**config.mk**
```make
export PLATFORM = sky130hd
export DESIGN_NAME = ps2_scancode_receiver
export DESIGN_NICKNAME = d
export VERILOG_FILES = /design/src/rtl/ps2_scancode_receiver_pkg.sv /design/src/rtl/ps2_scancode_receiver_frame_rx.sv /design/src/rtl/ps2_scancode_receiver.sv
export SDC_FILE = /design/constraint.sdc
export NUM_CORES = 1
export LEC_CHECK = 0
export BUFFER_PORTS_ARGS = -buffer_cell sky130_fd_sc_hd__buf_2
export CORE_ASPECT_RATIO = 0.75
export CORE_UTILIZATION = 30
export CTS_CLUSTER_SIZE = 16
export DETAILED_ROUTE_END_ITERATION = 6
export PLACE_DENSITY_LB_ADDON = 0.25
export SLEW_MARGIN = 20
export SYNTH_ARGS = -nofsm -noshare
export SYNTH_HDL_FRONTEND = slang
export SYNTH_SLANG_ARGS = --single-unit
```
**constraint.sdc**
```tcl
create_clock -name Clock -period 5.05 [get_ports Clock]
set_input_delay 0.505 -clock Clock [delete_from_list [all_inputs] [get_ports Clock]]
set_output_delay 0.505 -clock Clock [all_outputs]
set_load 0.01 [all_outputs]
```
**src/rtl/ps2_scancode_receiver_pkg.sv**
```systemverilog
// Shared constants and types for the PS/2 scancode receive path.
// Prefix bytes, frame FSM encodings and the decoded record layout.
package ps2_scancode_receiver_pkg;

  localparam logic [7:0] PS2_EXT_PREFIX = 8'hE0;
  localparam logic [7:0] PS2_BRK_PREFIX = 8'hF0;

  typedef enum logic [1:0] {
    ST_IDLE   = 2'd0,
    ST_DATA   = 2'd1,
    ST_PARITY = 2'd2,
    ST_STOP   = 2'd3
  } ps2_state_e;

  typedef struct packed {
    logic [7:0] code;
    logic       brk;
    logic       ext;
  } ps2_record_t;

  // Odd parity across data and parity bit, and the stop bit must be high.
  function automatic logic frame_ok(input logic [7:0] data, input logic par, input logic stop);
    return (^{data, par}) & stop;
  endfunction

endpackage

```
**src/rtl/ps2_scancode_receiver_frame_rx.sv**
```systemverilog
// PS/2 line synchronizer, falling-edge detect, 11-bit frame deframer and
// inactivity timeout. Emits the byte with one-cycle good/error/abort strobes.
//
// state     | meaning
// ST_IDLE   | waiting for a start bit (data low on a falling edge)
// ST_DATA   | shifting in 8 data bits, LSB first
// ST_PARITY | capturing the parity bit
// ST_STOP   | checking stop bit and parity, then back to idle
module ps2_frame_rx
  import ps2_scancode_receiver_pkg::*;
#(
  parameter int TIMEOUT_CYCLES = 50000
) (
  input  logic       i_clk,
  input  logic       i_rst,
  input  logic       i_ps2_clk,
  input  logic       i_ps2_data,
  output logic [7:0] o_byte,
  output logic       o_good,
  output logic       o_error,
  output logic       o_abort
);

  localparam int TW = (TIMEOUT_CYCLES > 1) ? $clog2(TIMEOUT_CYCLES) : 1;
  localparam logic [TW-1:0] TMO_LAST = TW'(TIMEOUT_CYCLES - 1);

  logic [1:0]    r_clk_sync;
  logic [1:0]    r_dat_sync;
  logic          r_clk_prev;
  logic          r_fall;
  logic          r_bit;
  ps2_state_e    r_state;
  ps2_state_e    w_next;
  logic [7:0]    r_shift;
  logic [2:0]    r_bitcnt;
  logic          r_par;
  logic [TW-1:0] r_tmo;
  logic          w_tmo_hit;

  always_ff @(posedge i_clk) begin
    if (i_rst) begin
      r_clk_sync <= 2'b11;
      r_dat_sync <= 2'b11;
      r_clk_prev <= 1'b1;
      r_fall     <= 1'b0;
      r_bit      <= 1'b1;
    end else begin
      r_clk_sync <= {r_clk_sync[0], i_ps2_clk};
      r_dat_sync <= {r_dat_sync[0], i_ps2_data};
      r_clk_prev <= r_clk_sync[1];
      r_fall     <= r_clk_prev & ~r_clk_sync[1];
      r_bit      <= r_dat_sync[1];
    end
  end

  // A falling edge on the same cycle as the terminal count wins over the timeout.
  assign w_tmo_hit = (r_state != ST_IDLE) && !r_fall && (r_tmo == TMO_LAST);
  assign o_byte    = r_shift;

  always_ff @(posedge i_clk) begin
    if (i_rst) begin
      r_state <= ST_IDLE;
    end else begin
      r_state <= w_next;
    end
  end

  always_comb begin
    w_next  = r_state;
    o_good  = 1'b0;
    o_error = 1'b0;
    o_abort = 1'b0;
    if (w_tmo_hit) begin
      w_next  = ST_IDLE;
      o_abort = 1'b1;
    end else if (r_fall) begin
      case (r_state)
        ST_IDLE:   if (!r_bit) w_next = ST_DATA;
        ST_DATA:   if (r_bitcnt == 3'd7) w_next = ST_PARITY;
        ST_PARITY: w_next = ST_STOP;
        ST_STOP: begin
          w_next = ST_IDLE;
          if (frame_ok(r_shift, r_par, r_bit)) o_good = 1'b1;
          else o_error = 1'b1;
        end
        default:   w_next = ST_IDLE;
      endcase
    end
  end

  always_ff @(posedge i_clk) begin
    if (i_rst) begin
      r_shift  <= 8'h00;
      r_bitcnt <= 3'd0;
      r_par    <= 1'b0;
      r_tmo    <= '0;
    end else begin
      if (r_state == ST_IDLE || r_fall) r_tmo <= '0;
      else r_tmo <= r_tmo + TW'(1);
      if (r_fall) begin
        case (r_state)
          ST_IDLE: r_bitcnt <= 3'd0;
          ST_DATA: begin
            r_shift  <= {r_bit, r_shift[7:1]};
            r_bitcnt <= r_bitcnt + 3'd1;
          end
          ST_PARITY: r_par <= r_bit;
          default: ;
        endcase
      end
    end
  end

endmodule

```
**src/rtl/ps2_scancode_receiver.sv**
```systemverilog
// PS/2 keyboard receiver top: folds E0/F0 prefixes into flags and presents
// decoded scancode records through a one-entry valid/ack holding register.
module ps2_scancode_receiver
  import ps2_scancode_receiver_pkg::*;
#(
  parameter int TIMEOUT_CYCLES = 50000
) (
  input  logic       Clock,
  input  logic       Reset,
  input  logic       iPS2Clk,
  input  logic       iPS2Data,
  input  logic       iAck,
  output logic [7:0] oScanCode,
  output logic       oExtended,
  output logic       oBreak,
  output logic       oValid,
  output logic       oParityError,
  output logic       oOverrun
);

  logic [7:0]  w_byte;
  logic        w_good;
  logic        w_error;
  logic        w_abort;
  logic        w_is_prefix;
  logic        w_rec_vld;
  logic        r_pend_ext;
  logic        r_pend_brk;
  ps2_record_t r_rec;
  logic        r_valid;
  logic        r_perr;
  logic        r_ovr;

  ps2_frame_rx #(.TIMEOUT_CYCLES(TIMEOUT_CYCLES)) u_frame_rx (
    .i_clk      (Clock),
    .i_rst      (Reset),
    .i_ps2_clk  (iPS2Clk),
    .i_ps2_data (iPS2Data),
    .o_byte     (w_byte),
    .o_good     (w_good),
    .o_error    (w_error),
    .o_abort    (w_abort)
  );

  assign w_is_prefix = (w_byte == PS2_EXT_PREFIX) || (w_byte == PS2_BRK_PREFIX);
  assign w_rec_vld   = w_good && !w_is_prefix;

  always_ff @(posedge Clock) begin
    if (Reset) begin
      r_pend_ext <= 1'b0;
      r_pend_brk <= 1'b0;
      r_rec      <= '0;
      r_valid    <= 1'b0;
      r_perr     <= 1'b0;
      r_ovr      <= 1'b0;
    end else begin
      r_perr <= w_error;
      r_ovr  <= 1'b0;
      if (w_error || w_abort) begin
        r_pend_ext <= 1'b0;
        r_pend_brk <= 1'b0;
      end else if (w_good) begin
        if (w_byte == PS2_EXT_PREFIX) begin
          r_pend_ext <= 1'b1;
        end else if (w_byte == PS2_BRK_PREFIX) begin
          r_pend_brk <= 1'b1;
        end else begin
          r_pend_ext <= 1'b0;
          r_pend_brk <= 1'b0;
        end
      end
      // An ack in the same cycle frees the slot for the arriving record.
      if (w_rec_vld) begin
        if (!r_valid || iAck) begin
          r_rec   <= '{code: w_byte, brk: r_pend_brk, ext: r_pend_ext};
          r_valid <= 1'b1;
        end else begin
          r_ovr <= 1'b1;
        end
      end else if (r_valid && iAck) begin
        r_valid <= 1'b0;
      end
    end
  end

  assign oScanCode    = r_rec.code;
  assign oBreak       = r_rec.brk;
  assign oExtended    = r_rec.ext;
  assign oValid       = r_valid;
  assign oParityError = r_perr;
  assign oOverrun     = r_ovr;

endmodule

```
==> key figures <==
Floorplanning
  – Core ar.: 6960 um2
  – I/O Pins: 18
  – Std cell rows: 26
  – Die height: between 70 and 80 um
  – Die width: 101 um
  – Die Area: just under 8000 um2
  – Effective utilization at floorplan: 0.316

Logic synthesis
  – Register bit total from synthesis: between 50 and 60
  – Syn Inst Count: between 200 and 250
  – Sequential share of the synthesized area: 0.473
  – Post-Syn Area per Cell: about 9.3 um2
  – Post-synth ARST share: 0
  – Dominant synthesized flop cell: dfxtp_1
  – Synth cell types: 37
  – Number of synthesized flops with an enable pin: 0
  – Syn Nets: roughly 250
  – Post-Syn Area: between 2000 and 2500 um2
  – YS warnings: 0

Clock network
  – Reg clk slew, reported paths: 90 ps
  – Worst-skew pair later-pin latency: ~300 ps
  – CTS H-tree lvls: 2
  – CTS tree: done
  – CTS Root Cell: clkbuf_8
  – Inserted Clock Buffers: 5
  – CTS resizes: 0
  – CTS Hold Bufs: 0
  – Post-CTS setup buffer count: 0
  – CTS Sinks: 52
  – Maximum clock insertion buffer count: 2

Drt
  – Drt first pass iters: 4
  – Antenna Nets Post-Route: 0
  – Wire per inst: about 11 um
  – DRC: 0
  – 1st-iter DRT viols: 73
  – Vias/cell: 4.51
  – Routed WL: 4.00 mm
  – Vias: about 1.6k

STA
  – Peak Freq: ~510 MHz
  – Fin. Hold Viols: 0
  – Final setup viols: 0
  – Actual slew at the worst max-slew pin: 630 ps
  – Final Critical Period: slightly below 2000 ps
  – Clk_skew: 9.17 ps
  – Final Cycle Share: 0.390
  – Slew Viols, Final: 0
  – Slew margin rel.: 0.580
  – RSZ-0062 raised after global routing: no
  – Setup TNS: 0 ps

Layout
  – Synth-to-Final Area Change: 13.6%
  – Register area: around 1000 um2
  – Share of layout cells above drive strength 1: 0.142
  – Layout net count: around 260
  – Commonest non-fill, non-tap cells in the layout: dfxtp_1, nand2_1, nor2_1
  – Layout filler cell count: 768
  – Multi-input gate area: about 1100 um2
  – Final core occ: 0.359
  – Diodes inserted: 0
  – Most common cell after layout, fill and taps aside: dfxtp_1

Setup path
  – RR Startpoint: u_frame_rx.r_fall
  – R2R setup slack: between 3000 and 4000 ps
  – Arr. time, crit path: about 2200 ps
  – Type of origin of the critical path: register
  – CP Capture Type: register
  – Worst Path Class, Setup: register to register
  – Max Fanout on Critical Path: 10
  – Critical Path Start: u_frame_rx.r_fall
  – Required time worst endpoint: ~5300 ps
  – Reg2reg path depth: 5
  – Reg2reg end: oScanCode[2]

Worst hold path
  – Hold Crit Class: primary input to register
  – WHS Path Cells: 2
  – WHS Endpoint: u_frame_rx.r_clk_sync[0]
  – Min-delay src: iPS2Clk

Run
  – Max Cap Viol: 0

Global routing
  – Total Routing Usage GR: 0.118
  – Initial antenna violation count: 0
  – First-pass GRT wire length: about 7.1 mm
  – Vias in the first global route: roughly 1.5k
  – Total grt overflow: 0
  – Largest net degree at the start of global routing: 43

Pwr
  – Peak VDD IR: slightly above 0.09 mV
  – Power per cell area: ~300 nW/um2
  – Leakage power: between 0.9 and 1 nW
  – Power Total: approximately 0.73 mW

Place
  – IO buf count: 17
  – Gp weighted congestion: just over 0.7
  – DP HPWL: approximately 2.8 mm

Run status
  – Status: finished clean
-- state kept, by name (all words and copies together), names as in the netlist, 2 cells and up --
register / count
u_frame_rx.r_tmo: 16
oScanCode: 8
u_frame_rx.o_byte: 8
u_frame_rx.r_bitcnt: 3
u_frame_rx.r_clk_sync: 2
u_frame_rx.r_dat_sync: 2
u_frame_rx.r_state: 2
-- worst max-delay path, cell delays in order, from the launching register on --
cell and delay [ps]:
dfxtp_1 530, nand2_1 180, a41oi_1 380, nand3_1 230, nor2_4 370, mux2i_1 210
-- cell type report --
| cell class | count | area share |
|---|---|---|
| flip-flops and latches | 52 | 0.416 |
| well taps | 98 | 0.0490 |
| multi-input cells | 171 | 0.443 |
| repair buffers | 17 | 0.0340 |
| clock inverters | 1 | 0.0120 |
| clock buffers | 7 | 0.0385 |
| inverters | 5 | 0.00750 |
-- Yosys cell counts (2+ instances only) --
library cell  number  area share
o21ai_0            5       0.011
nor3_1             3      0.0068
nand4_1            3      0.0085
and3_1             4       0.011
or3_1              4       0.011
inv_1              5      0.0085
nor4b_1            3       0.012
or2_2              6       0.017
nor4_1             2      0.0057
dfxtp_1           52        0.47
nand3_1            6       0.014
or2b_1             2      0.0068
a22oi_1            2      0.0068
a21oi_1           14       0.032
clkbuf_1           7       0.012
nand2_1           29       0.049
mux2i_1           10       0.045
xor2_1             9       0.036
nor2_1            23       0.039
ha_1               7       0.040
nand2b_1          20       0.057
xnor2_1            5       0.020
-- logic make-up (layout without fill, tap and decap cells) --
logic type,Yosys count,after routing,synth area share
compound gates,26,26,0.0688
xor+xnor,17,17,0.0841
fa+ha+maj,7,7,0.0398
buf+inv,13,30,0.0239
flops,52,52,0.473
mux,11,11,0.0517
simple gates,110,110,0.259
-- where the power goes --
part | internal, mW | switching (mW) | total, mW
Clock | 0.175 | 0.132 | 0.307
Sequential | 0.412 | 0.00124 | 0.413
Combinational | 0.00485 | 0.00638 | 0.0112
-- worst max-delay path by stage --
stage                   endpoint  slack, ps  cells past startpoint
floorplan                 oBreak       3370                      5
global placement    oScanCode[2]       3040                      5
detailed placement  oScanCode[2]       3060                      5
CTS                 oScanCode[2]       3020                      5
global route        oScanCode[2]       2760                      5
finish              oScanCode[2]       3080                      5
-- per-stage QoR --
| step | area, um2 | worst slack (ps) | std cells | hold slack, ps |
|---|---|---|---|---|
| after floorplan | 2200 | 3370 | 236 | 389 |
| after global placement | 2380 | 3040 | 343 | 392 |
| after detailed placement | 2380 | 3060 | 343 | 393 |
| after CTS | 2500 | 3020 | 351 | 370 |
| after global routing | 2500 | 2760 | 351 | 379 |
| final | 2500 | 3080 | 351 | 381 |
-- per-layer routing --
metal	share of wire	GRT usage
met1	0.55	0.170
met2	0.40	0.164
met3	0.036	0.0330
met4	0.0085	0.0449
met5	0	0
Note: power is estimated with default switching activity, not from simulation.
